==> config.mk <==
export PLATFORM = sky130hd
export DESIGN_NAME = bus_ack_controller_flat
export DESIGN_NICKNAME = d
export VERILOG_FILES = /design/src/rtl/bus_ack_pkg.sv /design/src/rtl/bus_ack_controller_if.sv /design/src/rtl/bus_timeout_timer.sv /design/src/rtl/bus_ack_controller.sv /design/src/flat_wrapper.sv
export SDC_FILE = /design/constraint.sdc
export NUM_CORES = 1
export LEC_CHECK = 0
export ABC_CLOCK_PERIOD_IN_PS = 6700
export CAP_MARGIN = 20
export CORE_ASPECT_RATIO = 0.7
export CORE_MARGIN = 1.5
export CORE_UTILIZATION = 30
export DETAILED_ROUTE_END_ITERATION = 7
export MAX_ROUTING_LAYER = met4
export REMOVE_ABC_BUFFERS = 1
export SYNTH_ARGS = -nofsm -noshare
export SYNTH_HDL_FRONTEND = slang
export SYNTH_HIERARCHICAL = 1
export SYNTH_SLANG_ARGS = --single-unit
==> constraint.sdc <==
create_clock -name CLK -period 6.7 [get_ports CLK]
set_input_delay 1.34 -clock CLK [delete_from_list [all_inputs] [get_ports CLK]]
set_output_delay 1.34 -clock CLK [all_outputs]
set_load 0.01 [all_outputs]
==> src/rtl/bus_ack_pkg.sv <==
// Shared types and helpers for the 68030 bus acknowledge controller.
// Port-size modes and the state encoding live here so the bench can decode them too.
package bus_ack_pkg;

    typedef enum logic [2:0] {
        IDLE,
        WAIT,
        EXT,
        ACK,
        AVEC,
        BERR
    } bus_state_e;

    localparam logic [1:0] MODE_EXT = 2'b00;
    localparam logic [1:0] MODE_8   = 2'b01;
    localparam logic [1:0] MODE_16  = 2'b10;
    localparam logic [1:0] MODE_32  = 2'b11;

    // Returns {DSACK1_n, DSACK0_n} for an internally acknowledged port size.
    function automatic logic [1:0] mode_to_dsack(input logic [1:0] mode);
        logic [1:0] pair;
        case (mode)
            MODE_8:  pair = 2'b10;
            MODE_16: pair = 2'b01;
            MODE_32: pair = 2'b00;
            default: pair = 2'b11;
        endcase
        return pair;
    endfunction

endpackage

==> src/rtl/bus_ack_controller_if.sv <==
// CPU-side bus signals of the acknowledge controller, grouped with master/slave views.
interface bus_ack_controller_if #(
    parameter int NUM_CH = 4
);
    // AS_n low opens a cycle; at most one of DSACK/AVEC_n/BERR_n is driven low and it
    // is held until AS_n is seen high again, which closes the cycle.
    logic              AS_n;
    logic [NUM_CH-1:0] CS_n;
    logic [NUM_CH-1:0] EXT_DSACK0_n;
    logic [NUM_CH-1:0] EXT_DSACK1_n;
    logic              AVEC_REQ;
    logic              DSACK0_n;
    logic              DSACK1_n;
    logic              AVEC_n;
    logic              BERR_n;
    logic              TIMEOUT_EVT;

    modport master (
        output AS_n, CS_n, EXT_DSACK0_n, EXT_DSACK1_n, AVEC_REQ,
        input  DSACK0_n, DSACK1_n, AVEC_n, BERR_n, TIMEOUT_EVT
    );

    modport slave (
        input  AS_n, CS_n, EXT_DSACK0_n, EXT_DSACK1_n, AVEC_REQ,
        output DSACK0_n, DSACK1_n, AVEC_n, BERR_n, TIMEOUT_EVT
    );

endinterface

==> src/rtl/bus_timeout_timer.sv <==
// Saturating bus watchdog; expire flags the edge on which the count reaches TIMEOUT.
module bus_timeout_timer #(
    parameter int TIMEOUT = 64
) (
    input  logic CLK,
    input  logic RST_n,
    input  logic clr,
    input  logic en,
    output logic expire
);

    localparam int CNT_W = (TIMEOUT > 0) ? $clog2(TIMEOUT + 1) : 1;

    generate
        if (TIMEOUT == 0) begin : g_disabled
            logic unused_inputs;
            assign unused_inputs = &{1'b0, CLK, RST_n, clr, en};
            assign expire        = 1'b0;
        end else begin : g_enabled
            logic [CNT_W-1:0] count;

            always_ff @(posedge CLK or negedge RST_n) begin
                if (!RST_n) begin
                    count <= '0;
                end else if (clr) begin
                    count <= '0;
                end else if (en && count != CNT_W'(TIMEOUT)) begin
                    count <= count + CNT_W'(1);
                end
            end

            // Combinational so the owner can register BERR on the same edge the count lands.
            assign expire = en && (count == CNT_W'(TIMEOUT - 1));
        end
    endgenerate

endmodule

==> src/rtl/bus_ack_controller.sv <==
// Clocked DSACK/AVEC/BERR generator for the 68030: per-channel wait states and port size,
// external acknowledge pass-through, autovector acknowledge and a bus-timeout watchdog.
module bus_ack_controller
    import bus_ack_pkg::*;
#(
    parameter int                         NUM_CH  = 4,
    parameter int                         WAIT_W  = 4,
    parameter logic [NUM_CH*WAIT_W-1:0]   CH_WAIT = 16'h0200,
    parameter logic [NUM_CH*2-1:0]        CH_MODE = 8'b00_10_01_01,
    parameter int                         TIMEOUT = 64
) (
    input  logic                CLK,
    input  logic                RST_n,
    bus_ack_controller_if.slave bus,
    output bus_state_e          dbg_state
);

    localparam int CH_W = (NUM_CH > 1) ? $clog2(NUM_CH) : 1;

    bus_state_e        state, state_nxt;
    logic [WAIT_W-1:0] cnt, cnt_nxt;
    logic [CH_W-1:0]   ch_q, ch_nxt;
    logic [1:0]        dsack_q, dsack_nxt;
    logic              avec_q, avec_nxt;
    logic              berr_q, berr_nxt;
    logic              evt_q, evt_nxt;

    logic [CH_W-1:0]   sel;
    logic              cs_hit;
    logic [1:0]        mode_sel, mode_q;
    logic [WAIT_W-1:0] wait_sel;
    logic              wd_en, wd_expire;

    // Lowest-index active chip-select wins.
    always_comb begin
        sel    = '0;
        cs_hit = 1'b0;
        for (int i = NUM_CH - 1; i >= 0; i--) begin
            if (!bus.CS_n[i]) begin
                sel    = CH_W'(i);
                cs_hit = 1'b1;
            end
        end
    end

    assign mode_sel = CH_MODE[2*int'(sel) +: 2];
    assign wait_sel = CH_WAIT[WAIT_W*int'(sel) +: WAIT_W];
    assign mode_q   = CH_MODE[2*int'(ch_q) +: 2];

    assign wd_en = !bus.AS_n && (state == IDLE || state == WAIT || state == EXT);

    bus_timeout_timer #(
        .TIMEOUT (TIMEOUT)
    ) u_timer (
        .CLK    (CLK),
        .RST_n  (RST_n),
        .clr    (!wd_en),
        .en     (wd_en),
        .expire (wd_expire)
    );

    always_ff @(posedge CLK or negedge RST_n) begin
        if (!RST_n) begin
            state   <= IDLE;
            cnt     <= '0;
            ch_q    <= '0;
            dsack_q <= 2'b11;
            avec_q  <= 1'b1;
            berr_q  <= 1'b1;
            evt_q   <= 1'b0;
        end else begin
            state   <= state_nxt;
            cnt     <= cnt_nxt;
            ch_q    <= ch_nxt;
            dsack_q <= dsack_nxt;
            avec_q  <= avec_nxt;
            berr_q  <= berr_nxt;
            evt_q   <= evt_nxt;
        end
    end

    always_comb begin
        state_nxt = state;
        cnt_nxt   = cnt;
        ch_nxt    = ch_q;
        dsack_nxt = dsack_q;
        avec_nxt  = avec_q;
        berr_nxt  = berr_q;
        evt_nxt   = 1'b0;

        case (state)
            IDLE: begin
                if (!bus.AS_n) begin
                    if (bus.AVEC_REQ) begin
                        state_nxt = AVEC;
                        avec_nxt  = 1'b0;
                    end else if (cs_hit && mode_sel != MODE_EXT && wait_sel == '0) begin
                        ch_nxt    = sel;
                        state_nxt = ACK;
                        dsack_nxt = mode_to_dsack(mode_sel);
                    end else if (wd_expire) begin
                        state_nxt = BERR;
                        berr_nxt  = 1'b0;
                        evt_nxt   = 1'b1;
                    end else if (cs_hit) begin
                        ch_nxt = sel;
                        if (mode_sel == MODE_EXT) begin
                            state_nxt = EXT;
                        end else begin
                            cnt_nxt   = wait_sel;
                            state_nxt = WAIT;
                        end
                    end
                end
            end
            WAIT: begin
                if (bus.AS_n) begin
                    state_nxt = IDLE;
                    cnt_nxt   = '0;
                end else if (cnt == WAIT_W'(1)) begin
                    state_nxt = ACK;
                    cnt_nxt   = '0;
                    dsack_nxt = mode_to_dsack(mode_q);
                end else if (wd_expire) begin
                    state_nxt = BERR;
                    cnt_nxt   = '0;
                    berr_nxt  = 1'b0;
                    evt_nxt   = 1'b1;
                end else begin
                    cnt_nxt = cnt - WAIT_W'(1);
                end
            end
            EXT: begin
                if (bus.AS_n) begin
                    state_nxt = IDLE;
                end else if (!bus.EXT_DSACK0_n[ch_q] || !bus.EXT_DSACK1_n[ch_q]) begin
                    state_nxt = ACK;
                    dsack_nxt = {bus.EXT_DSACK1_n[ch_q], bus.EXT_DSACK0_n[ch_q]};
                end else if (wd_expire) begin
                    state_nxt = BERR;
                    berr_nxt  = 1'b0;
                    evt_nxt   = 1'b1;
                end
            end
            ACK, AVEC, BERR: begin
                if (bus.AS_n) begin
                    state_nxt = IDLE;
                    dsack_nxt = 2'b11;
                    avec_nxt  = 1'b1;
                    berr_nxt  = 1'b1;
                end
            end
            default: begin
                state_nxt = IDLE;
                cnt_nxt   = '0;
                dsack_nxt = 2'b11;
                avec_nxt  = 1'b1;
                berr_nxt  = 1'b1;
            end
        endcase
    end

    assign bus.DSACK1_n    = dsack_q[1];
    assign bus.DSACK0_n    = dsack_q[0];
    assign bus.AVEC_n      = avec_q;
    assign bus.BERR_n      = berr_q;
    assign bus.TIMEOUT_EVT = evt_q;
    assign dbg_state       = state;

endmodule
==> src/flat_wrapper.sv <==
// flat-port wrapper written by rule: the top's interface ports become plain ports
module bus_ack_controller_flat import bus_ack_pkg::*;
#(
    parameter int                         NUM_CH  = 4,
    parameter int                         WAIT_W  = 4,
    parameter logic [NUM_CH*WAIT_W-1:0]   CH_WAIT = 16'h0200,
    parameter logic [NUM_CH*2-1:0]        CH_MODE = 8'b00_10_01_01,
    parameter int                         TIMEOUT = 64
)
  (CLK, RST_n, dbg_state, bus_AS_n, bus_CS_n, bus_EXT_DSACK0_n, bus_EXT_DSACK1_n, bus_AVEC_REQ, bus_DSACK0_n, bus_DSACK1_n, bus_AVEC_n, bus_BERR_n, bus_TIMEOUT_EVT);
  bus_ack_controller_if #(.NUM_CH(NUM_CH)) bus_i ();
  input  logic CLK;
  input  logic RST_n;
  output bus_state_e dbg_state;
  input wire logic [$bits(bus_i.AS_n)-1:0] bus_AS_n;
  input wire logic [$bits(bus_i.CS_n)-1:0] bus_CS_n;
  input wire logic [$bits(bus_i.EXT_DSACK0_n)-1:0] bus_EXT_DSACK0_n;
  input wire logic [$bits(bus_i.EXT_DSACK1_n)-1:0] bus_EXT_DSACK1_n;
  input wire logic [$bits(bus_i.AVEC_REQ)-1:0] bus_AVEC_REQ;
  output wire logic [$bits(bus_i.DSACK0_n)-1:0] bus_DSACK0_n;
  output wire logic [$bits(bus_i.DSACK1_n)-1:0] bus_DSACK1_n;
  output wire logic [$bits(bus_i.AVEC_n)-1:0] bus_AVEC_n;
  output wire logic [$bits(bus_i.BERR_n)-1:0] bus_BERR_n;
  output wire logic [$bits(bus_i.TIMEOUT_EVT)-1:0] bus_TIMEOUT_EVT;
  assign bus_i.AS_n = bus_AS_n;
  assign bus_i.CS_n = bus_CS_n;
  assign bus_i.EXT_DSACK0_n = bus_EXT_DSACK0_n;
  assign bus_i.EXT_DSACK1_n = bus_EXT_DSACK1_n;
  assign bus_i.AVEC_REQ = bus_AVEC_REQ;
  assign bus_DSACK0_n = bus_i.DSACK0_n;
  assign bus_DSACK1_n = bus_i.DSACK1_n;
  assign bus_AVEC_n = bus_i.AVEC_n;
  assign bus_BERR_n = bus_i.BERR_n;
  assign bus_TIMEOUT_EVT = bus_i.TIMEOUT_EVT;
  bus_ack_controller #(.NUM_CH(NUM_CH), .WAIT_W(WAIT_W), .CH_WAIT(CH_WAIT), .CH_MODE(CH_MODE), .TIMEOUT(TIMEOUT)) u_core (.CLK(CLK), .RST_n(RST_n), .bus(bus_i), .dbg_state(dbg_state));
endmodule
==> Word level (Yosys, flattened, before mapping) <==
Index checks and enable logic that the tools add are counted.
{ "word_totals": {"reg_bits": 21, "inputBits": 16, "out_inout_bits": 8} }
{ "op_classes": {"addsub": 2, "n_lt_le_gt_ge": 1, "eq_ne": 32, "n_shift": 3, "muxes": 73, "bitwise": 4, "n_reduce_logical": 25} }
{ "ops": {"columns": ["cell", "count"], "rows": [
  ["two-way mux 4 bit", 9],
  ["two-way mux 3 bit", 11],
  ["two-way mux 2 bit", 16],
  ["!= test 2 bit, second input constant", 14],
  ["two-way mux 1 bit", 25],
  ["AND reduction 8 bit", 2],
  ["variable part select 16 x 5 -> 4 bit, first input constant", 1],
  ["variable part select 8 x 4 -> 2 bit, first input constant", 2],
  ["two-way mux 7 bit", 2],
  ["one-hot mux 2 bit (3 select lines)", 2],
  ["one-hot mux 3 bit (4 select lines)", 1],
  ["one-hot mux 4 bit (3 select lines)", 1],
  ["== test 2 bit, second input constant", 4],
  ["one-hot mux 2 bit (4 select lines)", 1],
  ["adder 7 x 1 -> 7 bit, second input constant", 1],
  ["== test 7 x 6 -> 1 bit, second input constant", 1],
  ["!= test 7 bit, second input constant", 1],
  ["AND reduction 7 bit", 1],
  ["== test 3 x 2 -> 1 bit, second input constant", 2],
  ["== test 3 bit, second input constant", 2],
  ["!= test 2 x 1 -> 1 bit, second input constant", 3],
  ["one-hot mux 1 bit (3 select lines)", 2],
  ["logical AND 1 bit", 5],
  ["!= test 5 x 4 -> 1 bit, second input constant", 1],
  ["other kinds (20)", 30]
]} }

==> Longest topological paths before layout <==
Gate-level depths: netlist of run 1.
{ "logic_depth": {"ltp_word": 13, "depth_mapped": 15, "depth_no_buf": 13} }

==> Modules after synthesis <==
The synthesis of run 1 kept the hierarchy.
{ "by_module_without_submodules": {"columns": ["mod", "instances", "cells_each", "area_each_um2", "seq_area_each_um2"], "rows": [
  ["bus_ack_controller", 1, 135, 1138.6, 355.3],
  ["bus_timeout_timer", 1, 46, 436.7, 175.2]
]} }

==> Worst setup path after synthesis of run 1 <==
OpenSTA, ideal clock, no wires.
{ "synth_path": {"kind": "in2reg", "startpoint": "input bus_AS_n", "endpoint": "register u_core.state[0] (netlist: u_core/dbg_state[0])", "setup_ns": 0.128, "arrival_ns": 3.635, "required_ns": 6.572, "setup_slack_ns": 2.937, "cell_stages": 12, "n_path_buf": 3, "path_cell_list": "clkbuf_1 > clkbuf_1 > or2_1 > inv_1 > clkbuf_1 > nand3_1 > or3_1 > inv_1 > nand4bb_1 > nor3_1 > or3_1 > mux2_1"} }
{ "synth_between": {"elab_chain_cells": 8, "word_cells_on_any_way": 17, "classes_between": "eq/ne: 3; mux: 10; reduce/logical: 4"} }
{ "synth_rtl": {"columns": ["element", "line", "source"], "rows": [
  ["start, declared", "flat_wrapper.sv:15", "input wire logic [$bits(bus_i.AS_n)-1:0] bus_AS_n;"],
  ["zero test 1 bit *", "bus_ack_controller.sv:50", "assign wd_en = !bus.AS_n && (state == IDLE || state == WAIT || state == EXT);"],
  ["logical AND 1 bit *", "bus_ack_controller.sv:50", null],
  ["net u_core.wd_en", "bus_ack_controller.sv:32", "logic wd_en, wd_expire;"],
  ["logical AND 1 bit *", "bus_timeout_timer.sv:33", "assign expire = en && (count == CNT_W'(TIMEOUT - 1));"],
  ["net u_core.wd_expire", "bus_ack_controller.sv:32", null],
  ["two-way mux 3 bit", "bus_ack_controller.sv:101", "end else if (wd_expire) begin"],
  ["two-way mux 3 bit", "bus_ack_controller.sv:97", "end else if (cs_hit && mode_sel != MODE_EXT && wait_sel == '0) begin"],
  ["two-way mux 3 bit", "bus_ack_controller.sv:94", "if (bus.AVEC_REQ) begin"],
  ["two-way mux 3 bit", "bus_ack_controller.sv:93", "if (!bus.AS_n) begin"],
  ["one-hot mux 3 bit (4 select lines)", "bus_ack_controller.sv:91", "case (state)"],
  ["end signal, assigned", "bus_ack_controller.sv:72", "state <= state_nxt;"],
  ["end, declared", "bus_ack_controller.sv:20", "bus_state_e state, state_nxt;"]
]} }
Mark *: on every way through the listed nets, which the timed path passes. The rest lies on a longest branch. The select of a mux whose other input is x is not followed.
A chain may end at the register's enable or synchronous reset.

==> Worst setup path in the final report of run 1 <==
{ "layout_path": {"startpoint": "input bus_AS_n", "endpoint": "register u_core.state[2] (netlist: u_core/dbg_state[2])"} }
Same word-level chain as after synthesis.

==> impl_metrics.tcl, run 1 <==
set metrics [dict create \
    die_x_um 89.6 \
    use_met2 0.183 \
    vias 1491 \
    status "complete, no violations" \
    post-route-drc-count 0 \
    clk_pin_slew_ps 80 \
    synthFlopType "dfrtp_1" \
    period_needed_ps 4430 \
    rsz0062_at_grt "false" \
    drive_above_1_share 0.0846 \
    clk_latency_ps 260 \
    finalMaxSlewViolations 0 \
    tns_ps 0 \
    ys_seq_elements 21 \
    use_met3 0.0393 \
    h-tree-depth 1 \
    grt_max_degree 22 \
    crit_type "input pin to flop" \
    die_area_um2 5700 \
    setup_viol 0 \
    cts-buffers-inserted 3 \
    num-fill-cells 506 \
    drt_iter0_drc 122 \
    use_met1 0.240 \
    fmax_mhz 226 \
    cts-resized-gates 0 \
    rows 21 \
    routabilityCongestion 0.874 \
    grt_pass1_wl_um 6420 \
    finalCritPeriodShare 0.661 \
    start_util 0.321 \
    cts_hold_buffers 0 \
    netlist_instances 181 \
    holdPathStages 1 \
    slew_headroom 0.585 \
    first_pass_iters 4 \
    synthArstFlopShare 1.00 \
    clk_path_buf_depth 2 \
    root_buffer "clkbuf_8" \
    dp.final_hpwl_um 2800 \
    p_leak_nw 0.754 \
    grt_usage 0.148 \
    die_h_um 63.6 \
    top_usage_layer "met1" \
    yosysSeqAreaShare 0.337 \
    core_area_um2 4910 \
    synth_area_um2 1580 \
    grt_antenna_before_repair 0 \
    skew_ps 2.43 \
    clock-sinks 21 \
    drv_cap 0 \
    start_kind "input pin" \
    worst-endpoint-required_ps 6850 \
    regArea_um2 531 \
    ant_nets 0 \
    critPathArrivalTime_ps 4580 \
    endpoint_kind "flop" \
    synth_cell_types 55 \
    final_hold_viol_count 0 \
    diodes 0 \
    post_cts.repair.setup_buffers 0 \
    ff2ff_path_depth 11 \
    ios 24 \
    area_delta_synth_final_pct 21.7 \
    ir_drop_mv 0.148 \
    synth_edf_count 0 \
    cts_tree "built" \
    grt-ovfl-total 0 \
    multi_input_area_um2 972 \
    final_nets 223 \
    yosys_warnings 6 \
    whs_ps 513 \
    wl_um 3730 \
    wl_per_cell_um 13.8 \
    powerDensity_nw_per_um2 358 \
    worst_pin_slew_ps 617 \
    port_buffers 23 \
    hp-class "flop to flop" \
    vias_per_cell 5.52 \
    grt_pass1_vias 1342 \
    crit_path_max_fanout 17 \
    avgSynthCellArea_um2 8.70 \
]
[cells by family (layout without fill, tap and decap cells)]
group / Yosys count / in the layout / share of synthesized area
buf+inv: 18 / 38 / 0.0461
flops: 21 / 21 / 0.337
xor+xnor: 2 / 2 / 0.0111
mux: 7 / 7 / 0.0635
compound gates: 49 / 49 / 0.217
fa+ha+maj: 5 / 5 / 0.0397
simple gates: 79 / 79 / 0.286
[sequential cells by signal (all words and copies together), names as in the netlist]
| name | cells |
|---|---|
| u_core/dsack_q | 2 |
| u_core/bus.BERR_n | 1 |
| u_core/cnt | 4 |
| u_core/dbg_state | 3 |
| u_core/ch_q | 2 |
| u_core/bus.TIMEOUT_EVT | 1 |
| u_core/bus.AVEC_n | 1 |
| u_core/u_timer/g_enabled.count | 7 |
[layer usage]
layer / up-vias / part of all wire
li1: 718 / -
met1: 703 / 0.54
met2: 70 / 0.37
met3: 0 / 0.088
met4: 0 / 0
met5: - / 0
[power breakdown]
| group | total [W] | internal (W) | leakage (nW) | switching [W] |
|---|---|---|---|---|
| Combinational | 0.000375 | 0.000174 | 0.461 | 0.000201 |
| Clock | 0.0000820 | 0.0000423 | 0.0228 | 0.0000397 |
| Sequential | 0.000230 | 0.000168 | 0.270 | 0.0000626 |
| Total | 0.000687 | 0.000384 | 0.754 | 0.000303 |
[metrics by stage]
step / cell area, um2 / total power (W) / setup slack (ps) / utilization / std cells
after floorplan: 1540 / 0.000482 / 3160 / - / 173
after CTS: 1900 / 0.000688 / 2300 / 0.387 / 269
after global placement: 1860 / 0.000601 / 2100 / 0.378 / 265
after global routing: 1920 / 0.000752 / 2000 / 0.390 / 270
final: 1920 / 0.000687 / 2270 / 0.390 / 270
after detailed placement: 1860 / 0.000601 / 2050 / 0.378 / 265
[layout make-up]
class / count / area share
Multi-Input combinational cell: 142 / 0.507
Sequential cell: 21 / 0.277
Timing Repair Buffer: 24 / 0.128
Tap cell: 69 / 0.0450
Clock buffer: 4 / 0.0235
Inverter: 10 / 0.0196
[cell usage in the layout, fill, tap and decap left out, types with 5 or more instances in the layout]
cell type and instances:
dfrtp_1 17, nand2_1 16, inv_1 8, ha_1 5, o21ai_0 7, clkdlybuf4s50_1 23, nor3_1 6, nor2_1 17
o21ai_1 5, a21oi_1 15
[worst max-delay path, stage by stage]
cell             delay [ps]
clkdlybuf4s50_1         670
or2_1                   490
inv_1                   270
nand3_1                 130
or3_1                   380
inv_1                   280
nand4bb_1               210
nor3_1                   60
or3_1                   400
o41ai_1                 350
[path summary, 6_finish.rpt]
kind | from | endpoint | slack [ps]
max reg2reg | u_core/dbg_state[1]$_DFFE_PN0P_ | u_core/dbg_state[2]$_DFFE_PN0P_ | 2920
max | bus_AS_n | u_core/dbg_state[2]$_DFFE_PN0P_ | 2270
min in group asynchronous | RST_n | u_core/cnt[0]$_DFFE_PN0P_ | 1360
min | u_core/cnt[3]$_DFFE_PN0P_ | u_core/cnt[3]$_DFFE_PN0P_ | 510
max in group asynchronous | RST_n | u_core/bus.AVEC_n$_DFFE_PN1P_ | 4840
min reg2reg | u_core/cnt[3]$_DFFE_PN0P_ | u_core/cnt[3]$_DFFE_PN0P_ | 510
[cell usage after synthesis, drive strengths merged (5+ instances only)]
library cell  instances  area, um2
o21ai                12       60.1
nand2                17       66.3
a21oi                15       75.1
nor2                 17       63.8
clkbuf                6       22.5
dfrtp                17        425
ha                    5       62.6
inv                  10       37.5
nor3                  6       30.0
(Power assumes the default switching activity.)
==> inputs of run 2 (changes only) <==
--- a/config.mk
+++ b/config.mk
@@ -5,7 +5,7 @@
 export SDC_FILE = /design/constraint.sdc
 export NUM_CORES = 1
 export LEC_CHECK = 0
-export ABC_CLOCK_PERIOD_IN_PS = 6700
+export ABC_CLOCK_PERIOD_IN_PS = 4600
 export CAP_MARGIN = 20
 export CORE_ASPECT_RATIO = 0.7
 export CORE_MARGIN = 1.5
==> constraint.sdc (replaced) <==
create_clock -name CLK -period 4.6 [get_ports CLK]
set_input_delay 0.92 -clock CLK [delete_from_list [all_inputs] [get_ports CLK]]
set_output_delay 0.92 -clock CLK [all_outputs]
set_load 0.01 [all_outputs]
==> run 2 against run 1 <==
  * Clock skew rose by 0.99 ps
  * Final area rose by 2.3%
  * Core utilization rose by 0.89 points
  * Sequential share of layout area fell by 0.62 points
==> impl_metrics.tcl, run 2 (synthesized netlist as in run 1, its figures left out) <==
set metrics [dict create \
    status "complete, no violations" \
    cts-resized-gates 0 \
    first_pass_iters 4 \
    slew_headroom 0.603 \
    worst_pin_slew_ps 595 \
    worst-endpoint-required_ps 4740 \
    ios 24 \
    start_util 0.321 \
    cts-buffers-inserted 3 \
    clk_latency_ps 260 \
    largest-register "u_core/u_timer/g_enabled.count" \
    final_cell_mix "clkdlybuf4s50_1, nor2_1, dfrtp_1, nand2_1, a21oi_1" \
    port_buffers 23 \
    post_cts.repair.setup_buffers 0 \
    timing.final.ws_setup_ps 671 \
    post-route-drc-count 0 \
    area_delta_synth_final_pct 24.5 \
    period_needed_ps 3930 \
    routabilityCongestion 0.929 \
    clk_pin_slew_ps 80 \
    final_common_cell "clkdlybuf4s50_1" \
    core_area_um2 4910 \
    rows 21 \
    vias 1500 \
    vias_per_cell 5.47 \
    grt_usage 0.153 \
    hp-class "flop to flop" \
    h-tree-depth 1 \
    die_h_um 63.6 \
    drive_above_1_share 0.107 \
    start_kind "flop" \
    drt_iter0_drc 101 \
    grt_pass1_wl_um 6630 \
    power_w 0.00104 \
    clk_path_buf_depth 2 \
    wl_per_cell_um 14.4 \
    final_hold_viol_count 0 \
    skew_ps 3.43 \
    finalMaxSlewViolations 0 \
    grt_antenna_before_repair 0 \
    holdPathStages 1 \
    tns_ps 0 \
    grt-ovfl-total 0 \
    place_ws_ps 663 \
    drv_cap 0 \
    cts_tree "built" \
    die_x_um 89.6 \
    critPathArrivalTime_ps 4070 \
    root_buffer "clkbuf_8" \
    clock-sinks 21 \
    fmax_mhz 255 \
    rsz0062_at_grt "false" \
    cts_hold_buffers 0 \
    p_leak_nw 0.782 \
    final_nets 227 \
    grt_max_degree 22 \
    grt_pass1_vias 1346 \
    wl_um 3960 \
    powerDensity_nw_per_um2 531 \
    finalCritPeriodShare 0.854 \
    die_area_um2 5700 \
    setup_viol 0 \
    crit_path_max_fanout 13 \
    ant_nets 0 \
    dp.final_hpwl_um 3000 \
    crit_type "flop to flop" \
    endpoint_kind "flop" \
    num-fill-cells 506 \
    diodes 0 \
    ff2ff_path_depth 11 \
    largest_reg_flops 7 \
    ir_drop_mv 0.206 \
]
[run 2: critical path, stage by stage, from the launching register on]
cell and delay (ps):
dfrtp_1 470, nor3b_1 550, nor2_1 220, or2_1 410
inv_1 270, nand3_1 130, or3_1 380, inv_1 280
nand4bb_1 210, nor3_1 60, or3_1 410, o41ai_1 400
[run 2: path summary, 6_finish.rpt]
path                                                       from                              end  slack (ps)
worst max-delay path            u_core/dbg_state[2]$_DFFE_PN0P_  u_core/dbg_state[2]$_DFFE_PN0P_         670
worst min-delay path                  u_core/cnt[3]$_DFFE_PN0P_        u_core/cnt[3]$_DFFE_PN0P_         520
worst max register to register  u_core/dbg_state[2]$_DFFE_PN0P_  u_core/dbg_state[2]$_DFFE_PN0P_         670
worst min register to register        u_core/cnt[3]$_DFFE_PN0P_        u_core/cnt[3]$_DFFE_PN0P_         520
max in group asynchronous                                 RST_n    u_core/bus.AVEC_n$_DFFE_PN1P_        3280
min in group asynchronous                                 RST_n        u_core/cnt[0]$_DFFE_PN0P_         870
[run 2: layout make-up]
class	count	area, um2	share of cell area
multi-input cells	142	972	0.496
flip-flops and latches	21	531	0.271
repair buffers	28	288	0.147
well taps	69	86.3	0.0440
clock buffers	3	41.3	0.0211
inverters	10	37.5	0.0191
clock inverters	1	5.00	0.00255
[run 2: power by group]
part	internal, W	total [W]	switching, W
combinational	0.000270	0.000619	0.000349
sequential	0.000245	0.000297	0.0000526
clock	0.0000604	0.000125	0.0000648
total	0.000575	0.00104	0.000466
[run 2: through the flow]
| step | instances | hold slack (ps) | util | instance area (um2) |
|---|---|---|---|---|
| 2_1_floorplan | 173 | 463 | - | 1540 |
| 3_3_place_gp | 269 | 501 | 0.384 | 1890 |
| 3_5_place_dp | 269 | 505 | 0.384 | 1890 |
| 4_1_cts | 273 | 525 | 0.393 | 1930 |
| 5_1_grt | 274 | 547 | 0.399 | 1960 |
| 6_report | 274 | 525 | 0.399 | 1960 |
[run 2: routing by layer]
| metal | routed length (um) | vias to the layer above | global-route usage |
|---|---|---|---|
| li1 | - | 726 | - |
| met1 | 2220 | 711 | 0.255 |
| met2 | 1430 | 61 | 0.176 |
| met3 | 306 | 2 | 0.0459 |
| met4 | 8 | 0 | 0.0173 |
| met5 | 0 | - | - |
